==> src/rtl/router_pkg.sv <==
// Shared types for the router packet controller: FSM state encoding,
// port address constants and the per-state control decode.
package router_pkg;

  localparam logic [1:0] PORT0        = 2'b00;
  localparam logic [1:0] PORT1        = 2'b01;
  localparam logic [1:0] PORT2        = 2'b10;
  localparam logic [1:0] ADDR_INVALID = 2'b11;

  typedef enum logic [2:0] {
    DECODE_ADDRESS     = 3'd0,
    LOAD_FIRST_DATA    = 3'd1,
    LOAD_DATA          = 3'd2,
    FIFO_FULL_STATE    = 3'd3,
    LOAD_AFTER_FULL    = 3'd4,
    LOAD_PARITY        = 3'd5,
    CHECK_PARITY_ERROR = 3'd6,
    WAIT_TILL_EMPTY    = 3'd7
  } state_t;

  typedef struct packed {
    logic detect_add;
    logic lfd_state;
    logic ld_state;
    logic laf_state;
    logic full_state;
    logic write_enb_reg;
    logic rst_int_reg;
    logic busy;
  } ctrl_t;

  function automatic ctrl_t decode_state(input state_t s);
    ctrl_t c;
    c = '{default: 1'b0};
    case (s)
      DECODE_ADDRESS:     c.detect_add = 1'b1;
      LOAD_FIRST_DATA:    begin c.lfd_state = 1'b1; c.busy = 1'b1; end
      LOAD_DATA:          begin c.ld_state = 1'b1; c.write_enb_reg = 1'b1; end
      FIFO_FULL_STATE:    begin c.full_state = 1'b1; c.busy = 1'b1; end
      LOAD_AFTER_FULL:    begin c.laf_state = 1'b1; c.write_enb_reg = 1'b1; c.busy = 1'b1; end
      LOAD_PARITY:        begin c.write_enb_reg = 1'b1; c.busy = 1'b1; end
      CHECK_PARITY_ERROR: begin c.rst_int_reg = 1'b1; c.busy = 1'b1; end
      WAIT_TILL_EMPTY:    c.busy = 1'b1;
      default:            c.detect_add = 1'b1;
    endcase
    return c;
  endfunction

endpackage

==> src/rtl/router_drop_cnt.sv <==
// Saturating event counter for dropped packets; holds at all-ones.
module router_drop_cnt #(
  parameter int W = 8
) (
  input  logic         clk,
  input  logic         reset,
  input  logic         inc,
  output logic [W-1:0] cnt
);

  // Count increment events, saturating at the maximum value
  always_ff @(posedge clk or posedge reset) begin
    if (reset) begin
      cnt <= {W{1'b0}};
    end else if (inc && (cnt != {W{1'b1}})) begin
      cnt <= cnt + W'(1'b1);
    end else begin
      cnt <= cnt;
    end
  end

endmodule

==> src/rtl/router_pkt_ctrl.sv <==
// Router packet controller FSM. Optional dropped-packet counter is built
// when ROUTER_PKT_CTRL_DROP_CNT_EN is defined.
module router_pkt_ctrl
  import router_pkg::*;
#(
  parameter int ERR_CNT_W = 8
) (
  input  logic clk,
  input  logic reset,
  input  logic pkt_valid,
  input  logic [1:0] datain,
  input  logic fifo_full,
  input  logic empty_0,
  input  logic empty_1,
  input  logic empty_2,
  input  logic soft_reset_0,
  input  logic soft_reset_1,
  input  logic soft_reset_2,
  input  logic parity_done,
  input  logic low_pkt_valid,
  output logic detect_add,
  output logic lfd_state,
  output logic ld_state,
  output logic laf_state,
  output logic full_state,
  output logic write_enb_reg,
  output logic rst_int_reg,
  output logic busy,
  output logic addr_err
`ifdef ROUTER_PKT_CTRL_DROP_CNT_EN
  ,
  output logic [ERR_CNT_W-1:0] drop_cnt
`endif
);

  if (ERR_CNT_W < 1) begin : g_bad_width
    $error("router_pkt_ctrl: ERR_CNT_W must be at least 1");
  end

  state_t     state_r;
  state_t     nxt_s;
  logic [1:0] addr_q_r;
  logic [1:0] sel_addr_s;
  logic       sel_empty_s;
  logic       sel_soft_reset_s;
  ctrl_t      ctrl_r;

  // While decoding, the live address picks the port; afterwards the latched one
  always_comb begin
    sel_addr_s       = (state_r == DECODE_ADDRESS) ? datain : addr_q_r;
    sel_empty_s      = 1'b0;
    sel_soft_reset_s = 1'b0;
    case (sel_addr_s)
      PORT0:   begin sel_empty_s = empty_0; sel_soft_reset_s = soft_reset_0; end
      PORT1:   begin sel_empty_s = empty_1; sel_soft_reset_s = soft_reset_1; end
      PORT2:   begin sel_empty_s = empty_2; sel_soft_reset_s = soft_reset_2; end
      default: begin sel_empty_s = 1'b0;    sel_soft_reset_s = 1'b0;         end
    endcase
  end

  assign addr_err = (state_r == DECODE_ADDRESS) && pkt_valid && (datain == ADDR_INVALID);

  // Next-state rules; a port soft reset outside decode overrides everything
  always_comb begin
    nxt_s = DECODE_ADDRESS;
    if ((state_r != DECODE_ADDRESS) && sel_soft_reset_s) begin
      nxt_s = DECODE_ADDRESS;
    end else begin
      case (state_r)
        DECODE_ADDRESS: begin
          if (pkt_valid && (datain != ADDR_INVALID)) begin
            nxt_s = sel_empty_s ? LOAD_FIRST_DATA : WAIT_TILL_EMPTY;
          end else begin
            nxt_s = DECODE_ADDRESS;
          end
        end
        LOAD_FIRST_DATA: nxt_s = LOAD_DATA;
        LOAD_DATA: begin
          if (fifo_full)       nxt_s = FIFO_FULL_STATE;
          else if (!pkt_valid) nxt_s = LOAD_PARITY;
          else                 nxt_s = LOAD_DATA;
        end
        FIFO_FULL_STATE: nxt_s = fifo_full ? FIFO_FULL_STATE : LOAD_AFTER_FULL;
        LOAD_AFTER_FULL: begin
          if (parity_done)        nxt_s = DECODE_ADDRESS;
          else if (low_pkt_valid) nxt_s = LOAD_PARITY;
          else                    nxt_s = LOAD_DATA;
        end
        LOAD_PARITY:        nxt_s = CHECK_PARITY_ERROR;
        CHECK_PARITY_ERROR: nxt_s = fifo_full ? FIFO_FULL_STATE : DECODE_ADDRESS;
        WAIT_TILL_EMPTY:    nxt_s = sel_empty_s ? LOAD_FIRST_DATA : WAIT_TILL_EMPTY;
        default:            nxt_s = DECODE_ADDRESS;
      endcase
    end
  end

  // State, latched address and registered state decodes
  always_ff @(posedge clk or posedge reset) begin
    if (reset) begin
      state_r  <= DECODE_ADDRESS;
      addr_q_r <= 2'b00;
      ctrl_r   <= decode_state(DECODE_ADDRESS);
    end else begin
      state_r <= nxt_s;
      ctrl_r  <= decode_state(nxt_s);
      if ((state_r == DECODE_ADDRESS) && pkt_valid) begin
        addr_q_r <= datain;
      end else begin
        addr_q_r <= addr_q_r;
      end
    end
  end

  assign detect_add    = ctrl_r.detect_add;
  assign lfd_state     = ctrl_r.lfd_state;
  assign ld_state      = ctrl_r.ld_state;
  assign laf_state     = ctrl_r.laf_state;
  assign full_state    = ctrl_r.full_state;
  assign write_enb_reg = ctrl_r.write_enb_reg;
  assign rst_int_reg   = ctrl_r.rst_int_reg;
  assign busy          = ctrl_r.busy;

`ifdef ROUTER_PKT_CTRL_DROP_CNT_EN
  logic drop_inc_s;
  assign drop_inc_s = addr_err || ((state_r != DECODE_ADDRESS) && sel_soft_reset_s);

  router_drop_cnt #(.W(ERR_CNT_W)) u_drop_cnt (
    .clk   (clk),
    .reset (reset),
    .inc   (drop_inc_s),
    .cnt   (drop_cnt)
  );
`endif

endmodule
==> config.mk <==
export PLATFORM = sky130hd
export DESIGN_NAME = router_pkt_ctrl
export DESIGN_NICKNAME = d
export VERILOG_FILES = /design/src/rtl/router_pkg.sv /design/src/rtl/router_drop_cnt.sv /design/src/rtl/router_pkt_ctrl.sv
export SDC_FILE = /design/constraint.sdc
export NUM_CORES = 1
export LEC_CHECK = 0
export BUFFER_PORTS_ARGS = -buffer_cell sky130_fd_sc_hd__buf_2
export CAP_MARGIN = 20
export CORE_MARGIN = 2
export CORE_UTILIZATION = 44
export DETAILED_ROUTE_END_ITERATION = 10
export GPL_TIMING_DRIVEN = 0
export PLACE_DENSITY = 0.73
export SYNTH_ARGS = -nofsm -noshare
export SYNTH_HDL_FRONTEND = slang
export SYNTH_HIERARCHICAL = 1
export SYNTH_SLANG_ARGS = --single-unit
==> constraint.sdc <==
create_clock -name clk -period 1.8 [get_ports clk]
set_input_delay 0.36 -clock clk [delete_from_list [all_inputs] [get_ports clk]]
set_output_delay 0.36 -clock clk [all_outputs]
set_load 0.03 [all_outputs]
---- After elaboration in Yosys (flattened, before gate mapping) ----
Index checks and enable logic that the tools add are counted.
word-level totals
  register bits after elaboration ......... 13
  bits in latches ......................... 0
  bits in writable memories ............... 0
  bits in read-only memories .............. 0
  output and inout port bits .............. 9
  word-level logic and storage cells ...... 59
  memories kept ........................... 0
operators by class
  $add $sub $neg .......................... 0
  multiply operators ...................... 0
  divide/modulo/power cells ............... 0
  order comparisons ....................... 0
  equal/unequal tests ..................... 18
  shifts and indexed selects .............. 0
  muxes and demuxes ....................... 21
  bitwise operators ....................... 0
  reductions and logical operators ........ 10
operator list
  kind                                            count
  == test 3 bit (second input constant)           8
  two-way mux 3 bit                               8
  case mux 3 bit (8 select lines)                 1
  == test 3 x 2 -> 1 bit (second input constant)  4
  two-way mux 1 bit                               8
  == test 3 x 1 -> 1 bit (second input constant)  2
  zero test 3 bit                                 2
  case mux 1 bit (3 select lines)                 2
  OR reduction 6 bit                              1
  == test 2 bit (second input constant)           2
  logical AND 1 bit                               4
  two-way mux 2 bit                               2
  nonzero test 3 bit                              1
  OR reduction 3 bit                              1
  == test 2 x 1 -> 1 bit (second input constant)  1
  zero test 2 bit                                 1
  != test 2 bit (second input constant)           1

---- Longest topological paths before layout ----
  word-level depth ........................ 11
  depth in mapped cells ................... 7
  gate-level depth less buffers ........... 5

---- Worst setup path after synthesis ----
Ideal clock, no wire load.
  kind .................................... reg-to-output
  from .................................... reg state_r[2]
  to ...................................... out addr_err
  arrival ................................. 1.499 ns
  data required time ...................... 1.440 ns
  path slack .............................. -0.059 ns
  stages on the path, launching flop included .. 4
  cells stage by stage .................... dfrtp_1 or4b_1 buf_2 nor2_1
on the way
  longest elaborated chain between the ends .. 3
RTL lines
  what                             RTL line                text
  start, declared                  router_pkt_ctrl.sv:40   state_t state_r;
  start signal, assigned           router_pkt_ctrl.sv:104  state_r <= nxt_s;
  zero test 3 bit                  router_pkt_ctrl.sv:61   assign addr_err = (state_r == DECODE_ADDRESS) && pkt_valid && (datain == ADDR_INVALID);
  logical AND 1 bit (2 in series)  router_pkt_ctrl.sv:61
  end, declared                    router_pkt_ctrl.sv:29   output logic addr_err
No other way between the ends.

---- Final worst setup path ----
Ends and elaborated chain as after synthesis.

==> flow_results.org <==
** Logic synthesis
- The cell count after synthesis came out at 75.
- For this run, the number of Yosys warnings is 6.
- Sequential cells were found to cover 43.3% of the synthesized design area.
- Avg Cell Area, Syn :: 10.1 um^2
- In this run, synthesis inferred 0 flip-flops with an integrated enable.
- Top cell type's share of synthesized area :: 39.8%
- Largest area contributor in the netlist :: sky130_fd_sc_hd__dfrtp_1
- Synthesis instantiated 35 different standard cells from the library.
- Combined area of all synthesized cells :: 754 um^2
- Most frequently used flop master after synthesis :: sky130_fd_sc_hd__dfrtp_1
- For this run, asynchronously set or reset flops after synthesis account for 100%.
- Counting flops and latches in the post-synthesis netlist gives 13.
- In the post-synthesis netlist, the biggest area contributors are sky130_fd_sc_hd__dfrtp_1 40%, sky130_fd_sc_hd__mux2i_1 4.0%, sky130_fd_sc_hd__nor2_1 4.0%.
- Synthesized net count :: 89

** Setup path
- For the worst setup path, the data required time is 1.44 ns.
- Worst EP arrival :: 1.51 ns
- Kind of critical path :: reg -> out
- Critical Path Source Type :: flop
- STA classifies the critical path endpoint as an output pin.
- Along the worst path, the maximum fanout reaches 2.

** Global route
- Global routing finished with a remaining overflow of 0.
- Global-route wire length before repair :: 2780 um
- Entering global routing, the biggest net connects 14 pins.
- The via count of the first global-routing pass is 628.
- Global routing consumed, over all layers together, 19.0% of the routing resources.
- Initial antenna violation count :: 0

** Clock tree
- In this run the number of H-tree levels came out at 1.
- CTS Buf Count :: 3
- The root buffer cell chosen for the clock tree is sky130_fd_sc_hd__clkbuf_4.
- Clk sinks :: 13
- Clock insertion delay at the later pin of the skew report :: 0.27 ns
- Counting along the longest clock path gives a buffer depth of 2.
- TritonCTS built the clock tree.
- Clock-pin slew was measured on the worst setup and hold paths at 0.08 ns.
- Number of hold buffers added after cts :: 0

** Outcome
- The checks that failed: negative setup slack.
- The run finished, with violations left.

** Die
- Total I/O pin count :: 23
- FP Rows :: 14
- The floorplan step defined a die boundary enclosing 0.00206 mm^2.
- The die is 45.4 um wide.
- Initial Util :: 48.4%
- In this run the vertical extent of the chip is 45.4 um.
- After floorplanning, the core was sized to cover 0.00156 mm^2.

** Routing
- DRC violations left :: 0
- Detailed-route wire length :: roughly 1800 um
- After the first detailed-routing iteration, the DRC count stood at 5.
- Using the TritonRoute via totals, the vias-per-cell ratio works out to 5.49.
- For this block, the via count after detailed routing is around 680.
- Length of the first detailed-routing pass in iterations :: 4
- Routed WL per cell :: 14.2 um
- Count of nets left with antenna violations after detail routing :: 0

** STA
- Final setup skew :: 0.000764 ns
- Upper clock frequency limit :: 0.536 GHz
- Final min period :: 1.87 ns
- Least-Margin Pin Slew :: 0.477 ns
- Setup repair after global routing could not meet its margin everywhere.
- Setup violations remaining at the end of the flow were counted as 1.
- In the post-route analysis, the smallest setup slack over all paths is -0.0671 ns.
- Count of endpoints failing hold in the final timing report :: 0
- Measured against its own limit, the worst slew margin works out to roughly two thirds.
- Post-route fraction of the period consumed by the critical path :: 104%
- The number of pins exceeding their max-slew limit in the final report was 0.

** Final layout
- The largest registers in the layout are state_r (3), addr_q_r (2).
- Area of all sequential standard cells :: 329 um^2
- 0 antenna diodes ended up in the layout.
- Leading cell types in the layout, fill and taps excluded :: 21 x sky130_fd_sc_hd__buf_2, 10 x sky130_fd_sc_hd__dfrtp_1, 7 x sky130_fd_sc_hd__nor2_1
- Share of post-route cells with drive strength above 1 :: between 50% and 60%
- Leaving out fill and tap cells, the most frequent cell in the layout is sky130_fd_sc_hd__buf_2.
- Filler cells :: between 100 and 150
- Area growth from synthesis to layout :: 38.1%
- Register ranked first by flip-flop count :: state_r
- Net total in the final layout :: roughly 120
- In the final layout, the multi-input gates occupy 442 um^2.
- Largest register FFs :: 3

** Power
- Ratio of total power to cell area :: 1850 mW/mm^2
- Across the VDD grid, the largest voltage drop is 0.965 mV.
- Leakage Power :: 0.503 nW
- The design draws 1.93 mW.

** Placement
- Once detailed placement completed, the half-perimeter wirelength came to 1170 um.
- Minimum setup slack after placement :: -0.00907 ns
- Final RePlAce weighted congestion :: around 0.84
- Count of input and output buffers :: 22

** Hold path
- Path type of the worst min-delay path :: in -> async

** Run
- Across the run, the number of max-cap violations was 0.
-- logic make-up (layout without fill, tap and decap cells) --
kind of cell	count (synthesis)	after routing	share of synthesized area [%]
and+or+nand+nor	28	28	23.5
AOI/OAI and AO/OA	21	21	20.1
DFF	13	13	43.3
buffers and inverters	8	41	6.14
muxes	5	5	6.97
-- synth_stat cells (2+ instances only) --
library cell	n
sky130_fd_sc_hd__mux2_2	2
sky130_fd_sc_hd__o21ai_0	2
sky130_fd_sc_hd__or3_2	2
sky130_fd_sc_hd__o211ai_1	2
sky130_fd_sc_hd__nor2b_1	2
sky130_fd_sc_hd__nand2_1	3
sky130_fd_sc_hd__a31oi_1	2
sky130_fd_sc_hd__or4b_1	2
sky130_fd_sc_hd__nand2b_1	2
sky130_fd_sc_hd__mux2i_1	3
sky130_fd_sc_hd__nor2_1	8
sky130_fd_sc_hd__dfrtp_1	12
sky130_fd_sc_hd__o21a_1	2
sky130_fd_sc_hd__nand2b_4	2
sky130_fd_sc_hd__inv_1	5
sky130_fd_sc_hd__a21oi_1	4
sky130_fd_sc_hd__buf_6	2
-- critical path, stage by stage (launching register included) --
cell	delay, ns
sky130_fd_sc_hd__dfrtp_2	0.43
sky130_fd_sc_hd__or4b_4	0.57
sky130_fd_sc_hd__nor2_4	0.10
sky130_fd_sc_hd__buf_6	0.13
-- per-layer routing --
metal  vias to the layer above  global-route usage, %  routed length [um]
li1                        336                      -                   -
met1                       324                   24.6                 759
met2                        19                   31.5                 900
met3                         2                   7.14                  76
met4                         0                   1.76                  21
met5                         -                      0                   0
-- power by group --
group | internal (mW) | switching [mW]
logic | 0.572 | 0.665
clock network | 0.0859 | 0.0932
registers | 0.427 | 0.0889
-- cell type report --
| type | count | area share, % |
|---|---|---|
| flip-flops and latches | 13 | 31.6 |
| clock buffers | 4 | 2.52 |
| repair buffers | 31 | 18.7 |
| inverters | 5 | 1.80 |
| well taps | 16 | 1.92 |
| plain buffers | 1 | 1.08 |
| multi-input cells | 54 | 42.4 |
-- metrics by stage --
| step | cell area [um^2] | setup TNS, ns | instances | utilization, % | hold slack, ns |
|---|---|---|---|---|---|
| after floorplan | 757 | 0 | 75 | - | 0.236 |
| after global placement | 887 | -0.0221 | 113 | 56.9 | 0.385 |
| after detailed placement | 887 | -0.00907 | 113 | 56.9 | 0.402 |
| after CTS | 985 | -1.01 | 120 | 63.2 | 0.0981 |
| after global routing | 1040 | -0.229 | 124 | 66.9 | 0.131 |
| final | 1040 | -0.0671 | 124 | 66.9 | 0.0871 |
-- path summary, 6_finish.rpt --
path                                          from                       to  slack [ns]  cells after the start
max in group asynchronous                    reset     state_r[1]$_DFF_PP0_        1.37                      2
min                                          reset     state_r[0]$_DFF_PP0_        0.09                      2
min reg2reg                addr_q_r[0]$_DFFE_PP0P_  addr_q_r[0]$_DFFE_PP0P_        0.67                      1
max                           state_r[2]$_DFF_PP0_                 addr_err       -0.07                      3
max reg2reg                   state_r[2]$_DFF_PP0_           busy$_DFF_PP0_        0.01                      6
min in group clk                         datain[0]  addr_q_r[0]$_DFFE_PP0P_        0.38                      2
-- timing repair --
item,in CTS,in global routing
endpoints found under the setup margin,3,11
gates cloned,0,0
setup buffers,3,6
pin swaps,5,9
resized for setup,13,8
(Power assumes the default switching activity.)
